## src/rtl/bit_counter_pkg.sv

```systemverilog
// Shared types and defaults for the retriggerable bit counter.
// Holds the FSM state type, default sizing and the sizing check.
package bit_counter_pkg;

    typedef enum logic {
        IDLE = 1'b0,
        RUN  = 1'b1
    } state_t;

    localparam int LOAD_VAL_DEF = 8;
    localparam int CNT_W_DEF    = 4;

    // Counter must hold LOAD_VAL and the count must be at least one clock.
    function automatic bit cfg_ok(input int lv, input int w);
        longint span;
        span = longint'(1) << w;
        return (lv >= 1) && (span > longint'(lv));
    endfunction

endpackage

```

## src/rtl/bit_counter.sv

```systemverilog
// Retriggerable one-shot: newcount starts LOAD_VAL clocks, outcount pulses at expiry.
// Optional status outputs (busy, remaining) under BIT_COUNTER_STATUS_EN.
module bit_counter
    import bit_counter_pkg::*;
#(
    parameter int LOAD_VAL = LOAD_VAL_DEF,
    parameter int CNT_W    = CNT_W_DEF
) (
    input  logic             clk,
    input  logic             rst,
    input  logic             newcount,
`ifdef BIT_COUNTER_STATUS_EN
    output logic             busy,
    output logic [CNT_W-1:0] remaining,
`endif
    output logic             outcount
);

    if (!cfg_ok(LOAD_VAL, CNT_W)) begin : g_cfg_err
        $error("bit_counter: need LOAD_VAL >= 1 and 2**CNT_W > LOAD_VAL");
    end

    localparam logic [CNT_W-1:0] LOAD = CNT_W'(LOAD_VAL);
    localparam logic [CNT_W-1:0] ONE  = CNT_W'(1);

    state_t           state;
    state_t           state_n;
    logic [CNT_W-1:0] cnt;
    logic [CNT_W-1:0] cnt_n;
    logic             out_n;

    // State, down-counter and pulse register; reset wins over everything.
    always_ff @(posedge clk) begin
        if (!rst) begin
            state    <= IDLE;
            cnt      <= '0;
            outcount <= 1'b0;
        end else begin
            state    <= state_n;
            cnt      <= cnt_n;
            outcount <= out_n;
        end
    end

    // Next state: a strobe always reloads, so it beats the terminal edge.
    always_comb begin
        state_n = state;
        cnt_n   = cnt;
        out_n   = 1'b0;
        if (newcount) begin
            state_n = RUN;
            cnt_n   = LOAD;
        end else begin
            unique case (state)
                IDLE: begin
                    cnt_n = '0;
                end
                RUN: begin
                    if (cnt == ONE) begin
                        state_n = IDLE;
                        cnt_n   = '0;
                        out_n   = 1'b1;
                    end else begin
                        cnt_n = cnt - ONE;
                    end
                end
                default: begin
                    state_n = IDLE;
                    cnt_n   = '0;
                end
            endcase
        end
    end

`ifdef BIT_COUNTER_STATUS_EN
    assign busy      = (state == RUN);
    assign remaining = cnt;
`endif

endmodule

```

## config.mk

```make
export PLATFORM = sky130hd
export DESIGN_NAME = bit_counter
export DESIGN_NICKNAME = d
export VERILOG_FILES = /design/src/rtl/bit_counter_pkg.sv /design/src/rtl/bit_counter.sv
export SDC_FILE = /design/constraint.sdc
export NUM_CORES = 1
export LEC_CHECK = 0
export CAP_MARGIN = 20
export CELL_PAD_IN_SITES_DETAIL_PLACEMENT = 0
export CELL_PAD_IN_SITES_GLOBAL_PLACEMENT = 2
export CORE_AREA = 2 2 39 41
export DETAILED_ROUTE_END_ITERATION = 8
export DIE_AREA = 0 0 41 43
export HOLD_SLACK_MARGIN = 0.15
export PLACE_DENSITY_LB_ADDON = 0.1
export SETUP_SLACK_MARGIN = 0.02
export SKIP_CTS_REPAIR_TIMING = 1
export SYNTH_ARGS = -nofsm -noshare
export SYNTH_HDL_FRONTEND = slang
export SYNTH_SLANG_ARGS = --single-unit
export TNS_END_PERCENT = 100
```

## constraint.sdc

```tcl
create_clock -name clk -period 2.3 [get_ports clk]
set_input_delay 0.575 -clock clk [delete_from_list [all_inputs] [get_ports clk]]
set_output_delay 0.575 -clock clk [all_outputs]
set_load 0.01 [all_outputs]
```

==> Yosys cells after proc, flatten, opt, wreduce, memory -nomap -nowiden <==
Index checks and enable logic that the tools add are counted.
{ "word_totals": {"reg_bits": 6, "input_bits": 3, "output_inout_bits": 1} }
{ "classes": {"n_addsub": 1, "n_eq_ne": 1, "n_mux": 7, "bitwise": 2, "reduce_logical": 2} }
{ "ops": {"columns": ["cell", "n"], "rows": [
  ["$mux 4", 2],
  ["$pmux 4 s2", 1],
  ["$eq 4x1->1 const B", 1],
  ["$mux 1", 4],
  ["$sub 4x1->4 const B", 1],
  ["$reduce_or 3->1", 1],
  ["$not 1->1", 2],
  ["$reduce_or 2->1", 1]
]} }

==> Longest topological paths before layout <==
Gate-level depths: netlist (run 1).
{ "logic_depth": {"word_depth": 4, "mapped_depth": 5} }

==> Worst setup path before layout (run 1) <==
OpenSTA, ideal clock, no wires.
{ "synth_timing": {"kind": "input -> register", "start": "input port rst", "end": "register cnt[3]", "setup_ns": 0.122, "arrival_time_ns": 0.973, "required_time_ns": 2.178, "path_slack_ns": 1.205, "path_stages": 3, "cell_sequence": "nand2_1 > nor3_1 > a221o_1"} }
{ "synth_rtl": {"columns": ["element", "line_no", "source"], "rows": [
  ["start: declaration", "bit_counter.sv:10", "input logic rst,"],
  ["end signal: assignment", "bit_counter.sv:40", "cnt <= cnt_n;"],
  ["end: declaration", "bit_counter.sv:28", "logic [CNT_W-1:0] cnt;"]
]} }

==> Worst setup path in the final report (run 1) <==
{ "layout_timing": {"start": "register outcount", "end": "output port outcount"} }
{ "layout_rtl": {"columns": ["element", "line_no", "source"], "rows": [
  ["start: declaration", "bit_counter.sv:16", "output logic outcount"],
  ["start signal: assignment", "bit_counter.sv:41", "outcount <= out_n;"]
]} }
No word-level cell between the ends.

==> results.json, run 1 <==
{
  "outcome": "completed",
  "post-place-ws_ns": 0.626,
  "worstSetupPathType": "flop to primary output",
  "arrival_ns": 1.07,
  "ys_warn_count": 0,
  "syn-mean-instance-area_um2": 10.2,
  "fin_tns_setup_ns": 0,
  "cts_tree": "yes",
  "max-cap-violations": 0,
  "final_util": 0.244,
  "pin_count": 4,
  "ys_async_sr_fraction": 0,
  "path_clk_slew_ns": 0.04,
  "vias_per_cell": 4.02,
  "max_freq_ghz": 0.608,
  "dpl-instance-area_um2": 315,
  "synth_common_cells": "dfxtp_1, nor2_1",
  "postRouteAntennaNets": 0,
  "root_buffer": "clkbuf_4",
  "switching_share": 0.210,
  "gp_congestion": 0.601,
  "cellPowerDensity_nw_per_um2": 678,
  "period_minus_slack_ns": 1.64,
  "wl_per_cell_um": 9.10,
  "hp-class": "flop to flop",
  "timing.final.crit_share": 0.715,
  "setup_ws_ns": 0.655,
  "antenna_cells": 0,
  "cp_cell_sequence": "clkdlybuf4s50_1",
  "first_global_vias": 199,
  "power.static_leakage_nw": 0.129,
  "start_kind": "flop",
  "drive_above_1_share": 0.219,
  "portBuffers": 3,
  "synth_cells": 26,
  "synth_flop_cell": "dfxtp_1",
  "coreArea_um2": 1380,
  "grt_pass1_wl_um": 779,
  "drtIter0Drc": 1,
  "slew_headroom": 0.860,
  "end_kind": "primary output",
  "grt_setup_unrepaired": "false",
  "setup_viol": 0,
  "nNetsFinal": 39,
  "routed_wl_um": 437,
  "p_comb_frac": 0.094,
  "area_delta_synth_final_pct": 27.4,
  "hold_ws_ns": 0.462,
  "pwr-share-seq": 0.496,
  "gr-usage-all-layers": 0.0704,
  "cts_inserted_buffers": 3,
  "peakVddDrop_uv": 227,
  "seq_area_frac_synth": 0.453,
  "syn_nets": 31,
  "synth_top_area_cell": "dfxtp_1",
  "skew_ns": 0.000482,
  "route.detailed.drc": 0,
  "fin_area_um2": 338,
  "die_w_um": 41,
  "grt_max_degree": 6,
  "yosysMostFrequentCell": "dfxtp_1",
  "slew_violations": 0,
  "path_max_fanout": 1,
  "synth-edff-count": 0,
  "start_util": 0.192,
  "antenna_found_initial": 0,
  "drt_pass1_iterations": 2,
  "critical_path.top_delay_family": "buffers and inverters",
  "fp.dieH_um": 43,
  "internal_power_mw": 0.181,
  "ys_seq_elements": 6,
  "hold_viol": 0,
  "critPathMaxStageDelay_ns": 0.53,
  "clock_path_buffers": 2,
  "syn-cell-area_um2": 265,
  "cts_sinks": 6,
  "clock_power_share": 0.410,
  "p_sw_mw": 0.0480,
  "worstPathBufferInverterCount": 1,
  "grt_overflow_total": 0,
  "critPathSlowestCell": "clkdlybuf4s50_1",
  "synth_cell_type_count": 15,
  "rows": 14,
  "required_ns": 1.73,
  "via_count": 193,
  "dieArea_um2": 1760,
  "insertion_delay_ns": 0.24,
  "htree_levels": 1,
  "synth.area.top_cells": "dfxtp_1, ha_1, nor3_2",
  "worst_pin_slew_ns": 0.209,
  "synth_top_area_frac": 0.453
}
[cell usage in the layout (no fill, tap or decap)]
master / instances
or2b_1: 1
nor3_2: 2
clkbuf_4: 3
inv_1: 2
nand2b_4: 1
ha_1: 2
nor2_1: 3
a21oi_1: 1
dfxtp_1: 6
nand3_1: 1
o21a_1: 2
a221o_1: 1
nand2_1: 1
nand3b_1: 1
nor3_1: 1
or2_4: 1
clkdlybuf4s50_1: 3
[power by group through the flow]
stage / clock (mW) / combinational, mW / sequential (mW)
after CTS: 0.0993 / 0.0220 / 0.113
after detailed placement: 0 / 0.0220 / 0.116
after floorplan: 0 / 0.0147 / 0.115
after global routing: 0.106 / 0.0244 / 0.114
final: 0.0938 / 0.0216 / 0.114
after global placement: 0 / 0.0216 / 0.116
[cells by family after synthesis]
family / Yosys count / share of synthesized area
buffers and inverters: 2 / 0.0283
DFF: 6 / 0.453
and+or+nand+nor: 12 / 0.311
adders and majority gates: 2 / 0.0943
AOI/OAI and AO/OA: 4 / 0.113
[sequential cells by signal, summed over array words and instances, names as in the netlist]
name / flops
state: 1
outcount: 1
cnt: 4
[metrics by stage]
step / power [mW] / std cells
2_1_floorplan: 0.129 / 26
3_3_place_gp: 0.137 / 45
3_5_place_dp: 0.138 / 45
4_1_cts: 0.235 / 48
5_1_grt: 0.245 / 48
6_report: 0.229 / 48
[worst paths after layout]
check	cells past startpoint	startpoint	slack, ns	end
worst max-delay path	1	outcount	0.66	outcount
worst min-delay path	1	cnt[0]	0.46	cnt[0]
worst min register to register	1	cnt[0]	0.46	cnt[0]
worst max register to register	4	cnt[0]	1.17	state
[per-layer routing]
metal,wire [µm],global-route usage,vias to the layer above
met5,0,0,-
li1,-,-,102
met3,8,0.0157,0
met2,233,0.0969,3
met4,0,0.0800,0
met1,195,0.0777,88
[final cells by class]
| class | count | area [µm²] |
|---|---|---|
| well taps | 16 | 20.0 |
| inverters | 2 | 7.51 |
| fillers | 148 | 1050 |
| flip-flops and latches | 6 | 120 |
| clock buffers | 3 | 22.5 |
| repair buffers | 3 | 30.0 |
| multi-input cells | 18 | 138 |
(Power assumes the default switching activity.)
==> run 2, diff against run 1 <==
- clock period: 2.3 -> 1.5 ns (I/O delays scaled with it)
==> run 2 against run 1 <==
Net effect: first-iteration DRC count grew to 3.0 times the previous value; sequential power is 53% higher; worst setup slack got worse by 0.35 ns; largest cell class unchanged; power increased by 58%; flip-flop and latch count unchanged; final cell count unchanged; wire length up 13%.
==> results.json, run 2 (synthesized netlist as in run 1, its figures left out) <==
{
  "fp.dieH_um": 43,
  "worst_pin_slew_ns": 0.201,
  "grt_overflow_total": 0,
  "grt_pass1_wl_um": 807,
  "postRouteAntennaNets": 0,
  "critPathMaxStageDelay_ns": 0.52,
  "cp_cell_sequence": "clkdlybuf4s50_1 > nand2_1 > or2_4 > nor3_2",
  "grt_max_degree": 6,
  "fin_tns_setup_ns": 0,
  "antenna_found_initial": 0,
  "clock_path_buffers": 2,
  "portBuffers": 3,
  "drive_above_1_share": 0.219,
  "nFillCells": 147,
  "reg2reg_to": "state",
  "timing.final.crit_share": 0.799,
  "dieArea_um2": 1760,
  "worstSetupPathType": "input port to flop",
  "htree_levels": 1,
  "slew_violations": 0,
  "wl_per_cell_um": 10.3,
  "start_util": 0.192,
  "grt_setup_unrepaired": "false",
  "die_w_um": 41,
  "slew_headroom": 0.866,
  "outcome": "completed",
  "rows": 14,
  "worstPathBufferInverterCount": 1,
  "cts_inserted_buffers": 3,
  "vias_per_cell": 4.17,
  "cts_sinks": 6,
  "peakVddDrop_uv": 415,
  "drt_pass1_iterations": 2,
  "cellPowerDensity_nw_per_um2": 1060,
  "end_kind": "flop",
  "min_path_cells": 1,
  "largest_register_ffs": 4,
  "critPathSlowestCell": "clkdlybuf4s50_1",
  "final_cell_mix": "dfxtp_1, nor2_1, clkbuf_4",
  "setup_viol": 0,
  "pin_count": 4,
  "ff2ff_path_depth": 4,
  "reg2reg_slack_ns": 0.37,
  "critical_path.top_delay_family": "buffers and inverters",
  "hp-class": "flop to flop",
  "top_regs": "cnt x4, outcount x1, state x1",
  "r2r-start": "cnt[0]",
  "nNetsFinal": 39,
  "mostFrequentLayoutCell": "dfxtp_1",
  "path_clk_slew_ns": 0.05,
  "area_delta_synth_final_pct": 28.3,
  "start_kind": "input port",
  "gr-usage-all-layers": 0.0792,
  "antenna_cells": 0,
  "final_util": 0.246,
  "regMostFlops": "cnt",
  "route.detailed.drc": 0,
  "required_ns": 1.68,
  "max-cap-violations": 0,
  "insertion_delay_ns": 0.25,
  "cts_tree": "yes",
  "arrival_ns": 1.38,
  "worstHoldStart": "cnt[0]",
  "power.static_leakage_nw": 0.147,
  "routed_wl_um": 492,
  "coreArea_um2": 1380,
  "hold_viol": 0,
  "skew_ns": 0.00167,
  "max_freq_ghz": 0.834,
  "period_minus_slack_ns": 1.20,
  "min_to": "cnt[0]",
  "root_buffer": "clkbuf_4",
  "first_global_vias": 198,
  "path_max_fanout": 4,
  "via_count": 200,
  "drtIter0Drc": 3,
  "gp_congestion": 0.586
}
-- run 2: cell types whose count changed in the layout (fill, tap and decap cells not counted), sizes merged --
cell,previous run,this run
dlymetal6s2s,0,1
clkdlybuf4s50,3,2
-- run 2: cell type report --
class                      instances  area [µm²]  share of cell area
clock buffer                       3        22.5              0.0662
inverter                           2        7.51              0.0221
multi-input combinational         18         138               0.404
sequential                         6         120               0.353
tap                               16        20.0              0.0588
timing repair buffer               3        32.5              0.0956
-- run 2: where the power goes --
group | internal [mW] | switching, mW
logic | 0.0195 | 0.0132
registers | 0.168 | 0.00675
clock network | 0.0908 | 0.0631
total | 0.278 | 0.0830
-- run 2: stage by stage --
step                worst slack (ns)  power [mW]  instances  instance area, µm²  hold WS (ns)
finish                         0.301       0.361         48                 340         0.478
global route                   0.242       0.385         48                 340         0.489
CTS                           0.0289       0.371         48                 338         0.479
detailed placement            0.0401       0.211         45                 315         0.468
global placement              0.0542       0.210         45                 315         0.458
floorplan                      0.440       0.198         26                 265         0.439
-- run 2: worst max-delay path by stage --
stage	endpoint	cells past startpoint	start	slack [ns]
3_5_place_dp	outcount	4	rst	0.04
5_1_grt	outcount	4	rst	0.24
2_1_floorplan	state	4	cnt[0]	0.44
4_1_cts	outcount	1	outcount	0.03
6_report	outcount	4	rst	0.30
3_3_place_gp	outcount	4	rst	0.05
-- run 2: routing by layer --
| layer | GRT usage | share of wire | up-vias |
|---|---|---|---|
| met3 | 0.0471 | 0.039 | 2 |
| met1 | 0.0865 | 0.45 | 92 |
| li1 | - | - | 103 |
| met2 | 0.0875 | 0.50 | 3 |
| met5 | 0 | 0 | - |
| met4 | 0.100 | 0.0081 | 0 |
==> run 3, diff against run 2 <==
- clock period: 1.5 -> 1.25 ns (I/O delays scaled with it)
==> run 3 against run 2 <==
Net effect: first-iteration DRC count fell by 67%; combinational power is 21% higher; clock-buffer cell count unchanged; global-route usage fell by 0.68 points; clock skew is essentially flat; utilization grew 0.18 points; cell area rose by 0.74%; die area did not move; power increased by 18%; critical path depth is the same.
==> results.json, run 3 (synthesized netlist as in run 1, its figures left out) <==
{
  "fin_tns_setup_ns": 0,
  "max-cap-violations": 0,
  "fp.dieH_um": 43,
  "route.met3.wl_um": 28,
  "setup_viol": 0,
  "largest_register_ffs": 4,
  "worst_pin_slew_ns": 0.183,
  "r2r-start": "cnt[0]",
  "grt_pass1_wl_um": 793,
  "cellPowerDensity_nw_per_um2": 1250,
  "top_regs": "cnt x4, outcount x1, state x1",
  "fin_area_um2": 343,
  "start_kind": "input port",
  "min_path_cells": 1,
  "cp_cell_sequence": "clkdlybuf4s50_1 > nand2_1 > or2_4 > nor3_2",
  "skew_ns": 0.00166,
  "hp-class": "flop to flop",
  "worstHoldStart": "cnt[0]",
  "regMostFlops": "cnt",
  "die_w_um": 41,
  "start_util": 0.192,
  "path_max_fanout": 4,
  "area_delta_synth_final_pct": 29.2,
  "grt_max_degree": 6,
  "root_buffer": "clkbuf_4",
  "required_ns": 1.42,
  "grt_overflow_total": 0,
  "max_freq_ghz": 0.873,
  "timing.final.crit_share": 0.916,
  "antenna_found_initial": 0,
  "pin_count": 4,
  "period_minus_slack_ns": 1.15,
  "nNetsFinal": 39,
  "critPathMaxStageDelay_ns": 0.52,
  "drtIter0Drc": 1,
  "end_kind": "flop",
  "drt_pass1_iterations": 4,
  "path_clk_slew_ns": 0.05,
  "wl_per_cell_um": 9.83,
  "gp_congestion": 0.627,
  "reg2reg_slack_ns": 0.11,
  "route.detailed.drc": 0,
  "hold_ws_ns": 0.486,
  "final_util": 0.248,
  "antenna_cells": 0,
  "critical_path.top_delay_family": "buffers and inverters",
  "reg2reg_to": "state",
  "dpl-instance-area_um2": 315,
  "insertion_delay_ns": 0.24,
  "postRouteAntennaNets": 0,
  "clock_path_buffers": 2,
  "portBuffers": 3,
  "arrival_ns": 1.31,
  "met2_length_um": 214,
  "final_cell_mix": "dfxtp_1, nor2_1, clkbuf_4",
  "via_count": 194,
  "gr-usage-all-layers": 0.0724,
  "rows": 14,
  "setup_ws_ns": 0.105,
  "outcome": "completed",
  "drive_above_1_share": 0.250,
  "hold_viol": 0,
  "cts_tree": "yes",
  "ff2ff_path_depth": 4,
  "worstPathBufferInverterCount": 1,
  "coreArea_um2": 1380,
  "vias_per_cell": 4.04,
  "power.static_leakage_nw": 0.146,
  "highest-signal-layer": "met4",
  "cts_inserted_buffers": 3,
  "slew_violations": 0,
  "mostFrequentLayoutCell": "dfxtp_1",
  "worstSetupPathType": "input port to flop",
  "peakVddDrop_uv": 441,
  "min_to": "cnt[0]",
  "first_global_vias": 185,
  "hpwl_um": 393,
  "post-place-ws_ns": -0.149,
  "grt_setup_unrepaired": "false",
  "critPathSlowestCell": "clkdlybuf4s50_1",
  "routed_wl_um": 472,
  "cts_sinks": 6,
  "slew_headroom": 0.877,
  "wl_met1_um": 225,
  "dieArea_um2": 1760,
  "htree_levels": 1
}
## run 3: cell type report
cell class / count / area, µm²
fillers: 150 / 1040
multi-input cells: 18 / 140
flip-flops and latches: 6 / 120
repair buffers: 3 / 32.5
clock buffers: 3 / 22.5
well taps: 16 / 20.0
inverters: 2 / 7.51
## run 3: per-stage QoR
step                power (mW)  cells
floorplan                0.238     26
global placement         0.253     45
detailed placement       0.253     45
CTS                      0.436     48
global route             0.454     48
finish                   0.427     48
## run 3: how the worst max path moves through the flow
stage,start,endpoint,slack [ns],cells after the start
2_1_floorplan,cnt[0],state,0.19,4
4_1_cts,outcount,outcount,-0.15,1
3_3_place_gp,rst,outcount,-0.13,4
6_report,rst,outcount,0.10,4
5_1_grt,rst,outcount,0.04,4
3_5_place_dp,rst,outcount,-0.15,4
## run 3: report_power, final
group          total, mW  internal [mW]  switching, mW
Sequential         0.209          0.201        0.00804
Combinational     0.0396         0.0236         0.0161
Clock              0.178          0.109         0.0698
Total              0.427          0.333         0.0939
## run 3: worst reg2reg max path: cells and delay by family, from the launching register on
family                     cells  cell delay, ns
and+or+nand+nor                1            0.07
DFF                            1            0.39
adders and majority gates      1            0.24
AOI/OAI and AO/OA              2            0.33
## run 3: routing by layer
layer | global-route usage | vias to the layer above
met4 | 0.0400 | 0
met1 | 0.0906 | 83
li1 | - | 101
met5 | 0 | -
met3 | 0.0471 | 2
met2 | 0.0906 | 8
